## src/rtl/mem_port_arbiter_if.sv

```systemverilog
// Requester, memory and status signals between the two access ports and the arbiter.
// slave is the arbiter side; master is the requester/memory side.
interface mem_port_arbiter_if #(
   parameter int AW = 9,
   parameter int DW = 16
);
   logic          m0_req;
   logic          m0_we;
   logic [AW-1:0] m0_addr;
   logic [DW-1:0] m0_wdata;
   logic          m0_ack;
   logic [DW-1:0] m0_rdata;
   logic          m1_req;
   logic          m1_we;
   logic [AW-1:0] m1_addr;
   logic [DW-1:0] m1_wdata;
   logic          m1_ack;
   logic [DW-1:0] m1_rdata;
   logic          mem_write;
   logic          mem_read;
   logic [AW-1:0] mem_addr;
   logic [DW-1:0] mem_din;
   logic [DW-1:0] mem_dout;
   logic          busy;
   logic          gnt_id;

   modport slave (
      input  m0_req, m0_we, m0_addr, m0_wdata,
      input  m1_req, m1_we, m1_addr, m1_wdata,
      input  mem_dout,
      output m0_ack, m0_rdata, m1_ack, m1_rdata,
      output mem_write, mem_read, mem_addr, mem_din,
      output busy, gnt_id
   );

   modport master (
      output m0_req, m0_we, m0_addr, m0_wdata,
      output m1_req, m1_we, m1_addr, m1_wdata,
      output mem_dout,
      input  m0_ack, m0_rdata, m1_ack, m1_rdata,
      input  mem_write, mem_read, mem_addr, mem_din,
      input  busy, gnt_id
   );
endinterface

```

## src/rtl/mem_port_arbiter.sv

```systemverilog
// Two-port arbiter/sequencer for a single-port 512x16 synchronous memory.
// ARB_ROUND_ROBIN_EN selects round-robin arbitration; otherwise port 0 has fixed priority.
module mem_port_arbiter #(
   parameter int AW = 9,
   parameter int DW = 16
) (
   input logic               clk,
   input logic               rst_b,
   mem_port_arbiter_if.slave bus
);

   typedef enum logic [1:0] {
      IDLE   = 2'd0,
      ACCESS = 2'd1,
      RESP   = 2'd2
   } state_t;

   state_t        state_q, state_d;
   logic          write_q, write_d;
   logic          read_q, read_d;
   logic [AW-1:0] addr_q, addr_d;
   logic [DW-1:0] din_q, din_d;
   logic          gnt_q, gnt_d;
   logic          busy_q, busy_d;
   logic [1:0]    ack_q, ack_d;
   logic [DW-1:0] rd0_q, rd0_d;
   logic [DW-1:0] rd1_q, rd1_d;
   logic          any_req;
   logic          win;
   logic          win_we;

   assign any_req = bus.m0_req | bus.m1_req;
   assign win_we  = win ? bus.m1_we : bus.m0_we;

`ifdef ARB_ROUND_ROBIN_EN
   logic rr_q, rr_d;

   // Under contention the port that did not win last time goes first.
   always_comb begin
      if (bus.m0_req && bus.m1_req)
         win = ~rr_q;
      else
         win = bus.m1_req;
   end
`else
   assign win = bus.m1_req & ~bus.m0_req;
`endif

   always_ff @(posedge clk or negedge rst_b) begin
      if (!rst_b) begin
         state_q <= IDLE;
         write_q <= 1'b0;
         read_q  <= 1'b0;
         addr_q  <= '0;
         din_q   <= '0;
         gnt_q   <= 1'b0;
         busy_q  <= 1'b0;
         ack_q   <= 2'b00;
         rd0_q   <= '0;
         rd1_q   <= '0;
`ifdef ARB_ROUND_ROBIN_EN
         rr_q    <= 1'b1;
`endif
      end else begin
         state_q <= state_d;
         write_q <= write_d;
         read_q  <= read_d;
         addr_q  <= addr_d;
         din_q   <= din_d;
         gnt_q   <= gnt_d;
         busy_q  <= busy_d;
         ack_q   <= ack_d;
         rd0_q   <= rd0_d;
         rd1_q   <= rd1_d;
`ifdef ARB_ROUND_ROBIN_EN
         rr_q    <= rr_d;
`endif
      end
   end

   always_comb begin
      state_d = state_q;
      write_d = write_q;
      read_d  = read_q;
      addr_d  = addr_q;
      din_d   = din_q;
      gnt_d   = gnt_q;
      ack_d   = 2'b00;
      rd0_d   = rd0_q;
      rd1_d   = rd1_q;
`ifdef ARB_ROUND_ROBIN_EN
      rr_d    = rr_q;
`endif
      unique case (state_q)
         IDLE: begin
            if (any_req) begin
               write_d = win_we;
               read_d  = ~win_we;
               addr_d  = win ? bus.m1_addr : bus.m0_addr;
               din_d   = win ? bus.m1_wdata : bus.m0_wdata;
               gnt_d   = win;
               state_d = ACCESS;
`ifdef ARB_ROUND_ROBIN_EN
               rr_d    = win;
`endif
            end
         end
         ACCESS: begin
            write_d = 1'b0;
            read_d  = 1'b0;
            state_d = RESP;
         end
         RESP: begin
            // mem_dout is the read word, or zero after a write.
            if (gnt_q) begin
               ack_d = 2'b10;
               rd1_d = bus.mem_dout;
            end else begin
               ack_d = 2'b01;
               rd0_d = bus.mem_dout;
            end
            state_d = IDLE;
         end
         default: begin
            write_d = 1'b0;
            read_d  = 1'b0;
            state_d = IDLE;
         end
      endcase
      busy_d = (state_d != IDLE);
   end

   assign bus.mem_write = write_q;
   assign bus.mem_read  = read_q;
   assign bus.mem_addr  = addr_q;
   assign bus.mem_din   = din_q;
   assign bus.busy      = busy_q;
   assign bus.gnt_id    = gnt_q;
   assign bus.m0_ack    = ack_q[0];
   assign bus.m1_ack    = ack_q[1];
   assign bus.m0_rdata  = rd0_q;
   assign bus.m1_rdata  = rd1_q;

endmodule

```

## src/flat_wrapper.sv

```systemverilog
// flat-port wrapper written by rule: the top's interface ports become plain ports
module mem_port_arbiter_flat 
#(
   parameter int AW = 9,
   parameter int DW = 16
)
  (clk, rst_b, bus_m0_req, bus_m0_we, bus_m0_addr, bus_m0_wdata, bus_m1_req, bus_m1_we, bus_m1_addr, bus_m1_wdata, bus_mem_dout, bus_m0_ack, bus_m0_rdata, bus_m1_ack, bus_m1_rdata, bus_mem_write, bus_mem_read, bus_mem_addr, bus_mem_din, bus_busy, bus_gnt_id);
  mem_port_arbiter_if #(.AW(AW), .DW(DW)) bus_i ();
  input logic clk;
  input logic rst_b;
  input wire logic [$bits(bus_i.m0_req)-1:0] bus_m0_req;
  input wire logic [$bits(bus_i.m0_we)-1:0] bus_m0_we;
  input wire logic [$bits(bus_i.m0_addr)-1:0] bus_m0_addr;
  input wire logic [$bits(bus_i.m0_wdata)-1:0] bus_m0_wdata;
  input wire logic [$bits(bus_i.m1_req)-1:0] bus_m1_req;
  input wire logic [$bits(bus_i.m1_we)-1:0] bus_m1_we;
  input wire logic [$bits(bus_i.m1_addr)-1:0] bus_m1_addr;
  input wire logic [$bits(bus_i.m1_wdata)-1:0] bus_m1_wdata;
  input wire logic [$bits(bus_i.mem_dout)-1:0] bus_mem_dout;
  output wire logic [$bits(bus_i.m0_ack)-1:0] bus_m0_ack;
  output wire logic [$bits(bus_i.m0_rdata)-1:0] bus_m0_rdata;
  output wire logic [$bits(bus_i.m1_ack)-1:0] bus_m1_ack;
  output wire logic [$bits(bus_i.m1_rdata)-1:0] bus_m1_rdata;
  output wire logic [$bits(bus_i.mem_write)-1:0] bus_mem_write;
  output wire logic [$bits(bus_i.mem_read)-1:0] bus_mem_read;
  output wire logic [$bits(bus_i.mem_addr)-1:0] bus_mem_addr;
  output wire logic [$bits(bus_i.mem_din)-1:0] bus_mem_din;
  output wire logic [$bits(bus_i.busy)-1:0] bus_busy;
  output wire logic [$bits(bus_i.gnt_id)-1:0] bus_gnt_id;
  assign bus_i.m0_req = bus_m0_req;
  assign bus_i.m0_we = bus_m0_we;
  assign bus_i.m0_addr = bus_m0_addr;
  assign bus_i.m0_wdata = bus_m0_wdata;
  assign bus_i.m1_req = bus_m1_req;
  assign bus_i.m1_we = bus_m1_we;
  assign bus_i.m1_addr = bus_m1_addr;
  assign bus_i.m1_wdata = bus_m1_wdata;
  assign bus_i.mem_dout = bus_mem_dout;
  assign bus_m0_ack = bus_i.m0_ack;
  assign bus_m0_rdata = bus_i.m0_rdata;
  assign bus_m1_ack = bus_i.m1_ack;
  assign bus_m1_rdata = bus_i.m1_rdata;
  assign bus_mem_write = bus_i.mem_write;
  assign bus_mem_read = bus_i.mem_read;
  assign bus_mem_addr = bus_i.mem_addr;
  assign bus_mem_din = bus_i.mem_din;
  assign bus_busy = bus_i.busy;
  assign bus_gnt_id = bus_i.gnt_id;
  mem_port_arbiter #(.AW(AW), .DW(DW)) u_core (.clk(clk), .rst_b(rst_b), .bus(bus_i));
endmodule
```

## config.mk

```make
export PLATFORM = sky130hd
export DESIGN_NAME = mem_port_arbiter_flat
export DESIGN_NICKNAME = d
export VERILOG_FILES = /design/src/rtl/mem_port_arbiter_if.sv /design/src/rtl/mem_port_arbiter.sv /design/src/flat_wrapper.sv
export SDC_FILE = /design/constraint.sdc
export NUM_CORES = 1
export LEC_CHECK = 0
export CAP_MARGIN = 10
export CELL_PAD_IN_SITES_DETAIL_PLACEMENT = 1
export CELL_PAD_IN_SITES_GLOBAL_PLACEMENT = 1
export CORE_AREA = 2 2 87 106
export DETAILED_ROUTE_END_ITERATION = 16
export DIE_AREA = 0 0 89 108
export GPL_TIMING_DRIVEN = 0
export PLACE_DENSITY_LB_ADDON = 0.1
export SETUP_SLACK_MARGIN = 0.15
export SLEW_MARGIN = 10
export SYNTH_ARGS = -nofsm -noshare
export SYNTH_HDL_FRONTEND = slang
export SYNTH_SLANG_ARGS = --single-unit
```

## constraint.sdc

```tcl
create_clock -name clk -period 2.3 [get_ports clk]
set_input_delay 0.46 -clock clk [delete_from_list [all_inputs] [get_ports clk]]
set_output_delay 0.46 -clock clk [all_outputs]
set_load 0.03 [all_outputs]
```

After elaboration in Yosys (flattened, before gate mapping)
Cells that the tools add are included.
- flip-flop bits (word level): 65
- input port bits: 72
- output and inout bits: 63
- logic and storage cells: 36
- eq/ne operators: 3
- multiplexer cells: 11
- bitwise logic cells: 6
- reductions and logical operators: 6
- operators by type and width (operator ; number):
    two-way mux 16 bit ; 1
    two-way mux 9 bit ; 1
    AND reduction 2 bit ; 4
    two-way mux 2 bit ; 3
    NOT 1 bit ; 4
    case mux 1 bit (2 select lines) ; 2
    case mux 2 bit (2 select lines) ; 1
    two-way mux 1 bit ; 3
    == test 2 x 1 -> 1 bit (second input constant) ; 1
    == test 2 bit (second input constant) ; 1
    zero test 2 bit ; 1
    inequality test 2 x 1 -> 1 bit (second input constant) ; 1
    nonzero test 2 bit ; 1
    AND 1 bit ; 1
    OR 1 bit ; 1

Logic depth before layout (Yosys ltp)
Gate-level depths: netlist of run 1.
- word-level depth: 6
- mapped depth: 5
- depth with buffers taken out: 3

Worst setup path after synthesis of run 1
OpenSTA, ideal clock, no wires.
- kind: flip-flop to flip-flop
- from: register u_core.gnt_q (netlist: u_core.bus.gnt_id)
- to: register u_core.rd0_q[12] (netlist: u_core.bus.m0_rdata[12])
- library setup time: 0.125 ns
- data arrival time: 1.447 ns
- required time: 2.175 ns
- setup slack: 0.728 ns
- stages on the path, launching flop included: 4
- buffers on the path: 1
- clock period less this slack: 1.572 ns
- cell sequence: dfrtp_1 -> nor3b_4 -> buf_4 -> mux2_2
- word-level cells in the longest chain between the ends: 2
- ends and longest elaborated chain (what ; RTL line ; text):
    start, declared ; mem_port_arbiter.sv:23 ; logic gnt_q, gnt_d;
    start signal, assigned ; mem_port_arbiter.sv:70 ; gnt_q <= gnt_d;
    NOT 1 bit (no source line) ; n/a ;
    AND reduction 2 bit (no source line) ; n/a ;
    end signal, assigned ; mem_port_arbiter.sv:73 ; rd0_q <= rd0_d;
    end, declared ; mem_port_arbiter.sv:26 ; logic [DW-1:0] rd0_q, rd0_d;
No other way between the ends.
A chain may end at the register's enable or synchronous reset.

Worst setup path in the final report of run 1
- from: register u_core.gnt_q (netlist: u_core.bus.gnt_id)
- to: output bus_gnt_id
- RTL lines (what ; RTL line ; text):
    end, declared ; flat_wrapper.sv:29 ; output wire logic [$bits(bus_i.gnt_id)-1:0] bus_gnt_id;
No word-level cell between the ends.

==> results.txt, run 1 <==
The post-CTS setup repair buffer count came out at 0. In this run the critical register-to-register path is launched from u_core.state_q[0]$_DFF_PN0_. The core area came out at 8518 um^2. In this run the critical register-to-register path is captured at u_core.bus.m0_rdata[14]$_DFFE_PN0P_. The standard cell area after detailed placement came out at 4458 um^2. The diode insertion count for antenna repair is 0. The logic gate share of total power is a little under three fifths.

The share of post-route cells with drive strength above 1 came out at 33.43%. STA classifies the critical path startpoint as a flip-flop. Setup violations remaining at the end of the flow were counted as 0.

The finished cells cover 4648 um^2. Clock tree synthesis selected as its root buffer the cell clkbuf_8. The remaining number of nets flagged by the antenna check after routing is 0.

Setup repair after global routing left no endpoint under its margin. The slowest stage of the critical path belongs to the cell clkdlybuf4s50_1. The filler cells instantiated in the layout total about 880. Of the post-synthesis cell area, the dominant cell type holds 55.23%. The sum of buffers and inverters on the critical path came out at 1.

The net total in the final layout came out at 397. By instance count, the leading cell after synthesis is dfrtp_1. The final number of max-transition violations was 0. The initial antenna violation count came to 0.

The global routing usage summed across all routing layers came out at 15.82%. The sum of routed wire length over all layers is ~7100 um. The DRC marker count from the first detailed-route iteration came out at 24. The synthesized net count is 250. The maximum fanout along the worst path came out at 4.

The synthesized area per cell came out at roughly 17 um^2. The count of boundary I/O pins is between 100 and 150. The row count is 37. The number of distinct standard cells referenced by the synthesized netlist is 22. Detailed placement ended at an HPWL of 5321 um.

The post-route minimum period came out at around 2 ns. The net switching power is between 2 and 3 mW. The total CTS buffers is 9. Post-CTS repair changed the size of 0 cells. In this run the register-to-register setup slack is roughly 0.56 ns. The cell count of the worst reg-to-reg path came out at 4. The final hold violation count is 0. The completed layout was analyzed and its total power is 6.637 mW. Data arrives at the worst endpoint at 1.53 ns. The required time of the critical path is 1.84 ns. The DRC violations left came out at 0. The detailed-route via count came out at between 2000 and 2500. The post-detailed-route wirelength per cell came out at 15.93 um. The final weighted congestion of routability-driven global placement is 0.6652. The worst setup path is of the flip-flop to primary output kind. Entering global routing, the biggest net connects 61 pins.

For this design, the sink count on the clock tree is 65. Signal routing reaches up to met4. The die is 89 um wide. The worst setup path is captured at a primary output. The die area is 9612 um^2. The largest single stage delay on the critical path is 0.75 ns. TritonCTS built the clock tree. After synthesis, the most frequently instantiated cells are 65 x dfrtp_1, 41 x mux2_2, 38 x mux2_4, 5 x a21oi_1, 4 x nor2_1. The number of warnings reported in the yosys synthesis log came out at 0. The maximum vdd ir drop is between 0.5 and 0.6 mV. The flow ran to the end, and the final reports show no timing, DRC or antenna violations. During placement, the flow inserted port buffers numbering around 130. Net switching is 39.15% of the power. The dominant cell type by area after synthesis is dfrtp_1. After synthesis, flip-flops and latches occupy 55.23% of the total area. The H-tree depth reported by CTS is 3. The maximum frequency from static timing analysis is roughly 0.5 GHz.

Counting flops with an async set or reset pin after synthesis yields a share of 100.0%. The y dimension of the die came out at 108 um. The relative max-transition margin came out at 68.39%. The reported max-cap violation count came out at 0. The leakage dissipation is ~2 nW. The wire length the detailed router placed on met1 is 2720 um.

The internal power summed over all cells came out at 4.038 mW. The synthesis-to-finish area growth came out at 57.82%. The later pin in the worst-skew pair is clocked with a latency of 0.33 ns. Counting flops with a built-in enable in the synthesized netlist gives 0. The per-cell via count in the routed design came out at ~4.5.

The cell area power density came out at 1428 nW/um^2. The final clock period utilization by the worst path came out at 86.56%. The signal on the critical path passes through clkdlybuf4s50_1. The part of the total power dissipated in sequential elements came out at 30.4%. The clock network is responsible for 13.3% of the overall power.

The launching element of the worst setup path is u_core.bus.gnt_id$_DFFE_PN0P_. Ranked by total cell area, the synthesized netlist is headed by dfrtp_1 55%, mux2_4 19%, mux2_2 16%. The cell count after synthesis came out at 178. The number of optimization iterations in the first detailed-route pass is 4. The netlist area before placement is about 3000 um^2.

The worst hold path class is input port to asynchronous set/reset pin. The total length of routed met2 wires came out at 3664 um. In this design, the largest share of critical-path delay is due to buffers and inverters.

The slew at the pin closest to its max-slew limit is 0.4736 ns. The flip-flop and latch count after synthesis came out at 65. The met3 layer wire length in the routed design is 534 um. The number of global-route vias before repair came out at ~2300. In this run the deepest clock path goes through 2 buffers. Clock-pin slew was measured on the worst setup and hold paths at 0.07 ns. The initial core utilization is 34.58%. The largest clock skew in the final design is 0.007471 ns. The wire length of the first global-routing pass came out at 11380 um. For this run the aggregate overflow at the end of global routing stands at 0. Among all flip-flop cells after synthesis, the most frequent one is dfrtp_1.
==> layer usage <==
metal	GRT usage, %	vias up
li1	-	925
met1	17.21	1003
met2	26.97	83
met3	5.573	15
met4	7.783	0
met5	0	-
==> timing repair <==
action,4_1_cts,5_1_grt
endpoints found under the setup margin,0,0
hold buffers,1,0
endpoints found under the hold margin,5,0
==> worst max-delay path by stage <==
| stage | cells after the start | slack (ns) | to |
|---|---|---|---|
| global placement | 1 | -1.48 | u_core.bus.mem_din[9]$_DFFE_PN0P_ |
| detailed placement | 5 | -0.02 | u_core.bus.mem_din[3]$_DFFE_PN0P_ |
| finish | 1 | 0.31 | bus_gnt_id |
| CTS | 1 | 0.29 | bus_gnt_id |
| floorplan | 3 | 0.73 | u_core.bus.m0_rdata[12]$_DFFE_PN0P_ |
| global route | 1 | 0.24 | bus_gnt_id |
==> power groups by stage <==
stage / combinational [mW] / sequential, mW / clock (mW)
after floorplan: 1.12 / 3.14 / 0
after global placement: 3.73 / 2.02 / 0
after detailed placement: 3.78 / 2.05 / 0
after CTS: 3.79 / 2.03 / 0.917
after global routing: 3.95 / 2.10 / 0.973
final: 3.73 / 2.02 / 0.883
==> flip-flops by register name (all words and copies together), names as in the netlist <==
| signal | count |
|---|---|
| u_core.bus.m0_rdata | 16 |
| u_core.bus.gnt_id | 1 |
| u_core.state_q | 2 |
| u_core.bus.mem_din | 16 |
| u_core.bus.mem_read | 1 |
| u_core.bus.m1_rdata | 16 |
| u_core.bus.mem_write | 1 |
| u_core.bus.mem_addr | 9 |
| u_core.ack_q | 2 |
| u_core.bus.busy | 1 |
==> cell type report <==
| cell class | count | area [um^2] | share of cell area (%) |
|---|---|---|---|
| well taps | 117 | 146.4 | 3.149 |
| flip-flops and latches | 65 | 1627 | 34.99 |
| multi-input cells | 103 | 1216 | 26.16 |
| clock inverters | 3 | 15.01 | 0.3230 |
| clock buffers | 12 | 165.2 | 3.553 |
| plain buffers | 9 | 98.84 | 2.127 |
| inverters | 1 | 3.754 | 0.08075 |
| repair buffers | 136 | 1376 | 29.61 |
==> metrics by stage <==
stage | worst slack (ns) | setup TNS [ns] | instances | utilization [%] | hold WS (ns)
after floorplan | 0.7280 | 0 | 178 | - | 0.1644
after global placement | -1.483 | -96.13 | 429 | 52.04 | 0.4697
after detailed placement | -0.01973 | -0.1523 | 430 | 52.34 | 0.2851
after CTS | 0.2950 | 0 | 446 | 54.57 | 0.4730
after global routing | 0.2385 | 0 | 446 | 54.57 | 0.4765
final | 0.3090 | 0 | 446 | 54.57 | 0.4805
==> placed cells by master (no fill, tap or decap) <==
cell type,instances
clkdlybuf4s50_1,133
dfrtp_1,65
mux2_2,41
mux2_4,38
clkbuf_8,12
a21oi_1,5
nor2_1,4
buf_4,3
buf_6,3
mux2_1,3
clkinv_2,3
buf_2,2
nor3_1,2
buf_12,2
nor3_4,1
nor2b_1,1
nor3b_4,1
nand3b_2,1
inv_1,1
nand2b_1,1
or2_2,1
nand3b_1,1
mux2i_1,1
o21ba_2,1
a211oi_1,1
dlygate4sd3_1,1
buf_16,1
==> kinds of logic after synthesis <==
kind of cell,synth area share [%]
buffers and inverters,3.483
flip-flops,55.23
AO/OA/AOI/OAI,1.444
multiplexers,36.53
AND/OR/NAND/NOR,3.314
Note: power is estimated with default switching activity, not from simulation.
==> run 2: changes to the inputs <==
==> constraint.sdc (replaced) <==
create_clock -name clk -period 2.3 [get_ports clk]
set_input_delay 0.23 -clock clk [delete_from_list [all_inputs] [get_ports clk]]
set_output_delay 0.23 -clock clk [all_outputs]
set_load 0.03 [all_outputs]
==> results of run 2 <==
The final DEF is identical to that of run 1. Status: complete, no violations.
Main changes from that run: setup slack after placement -0.01973 ns -> 0.2103 ns; setup slack after layout 0.3090 ns -> 0.5390 ns; hold slack 0.4805 ns -> 0.2505 ns
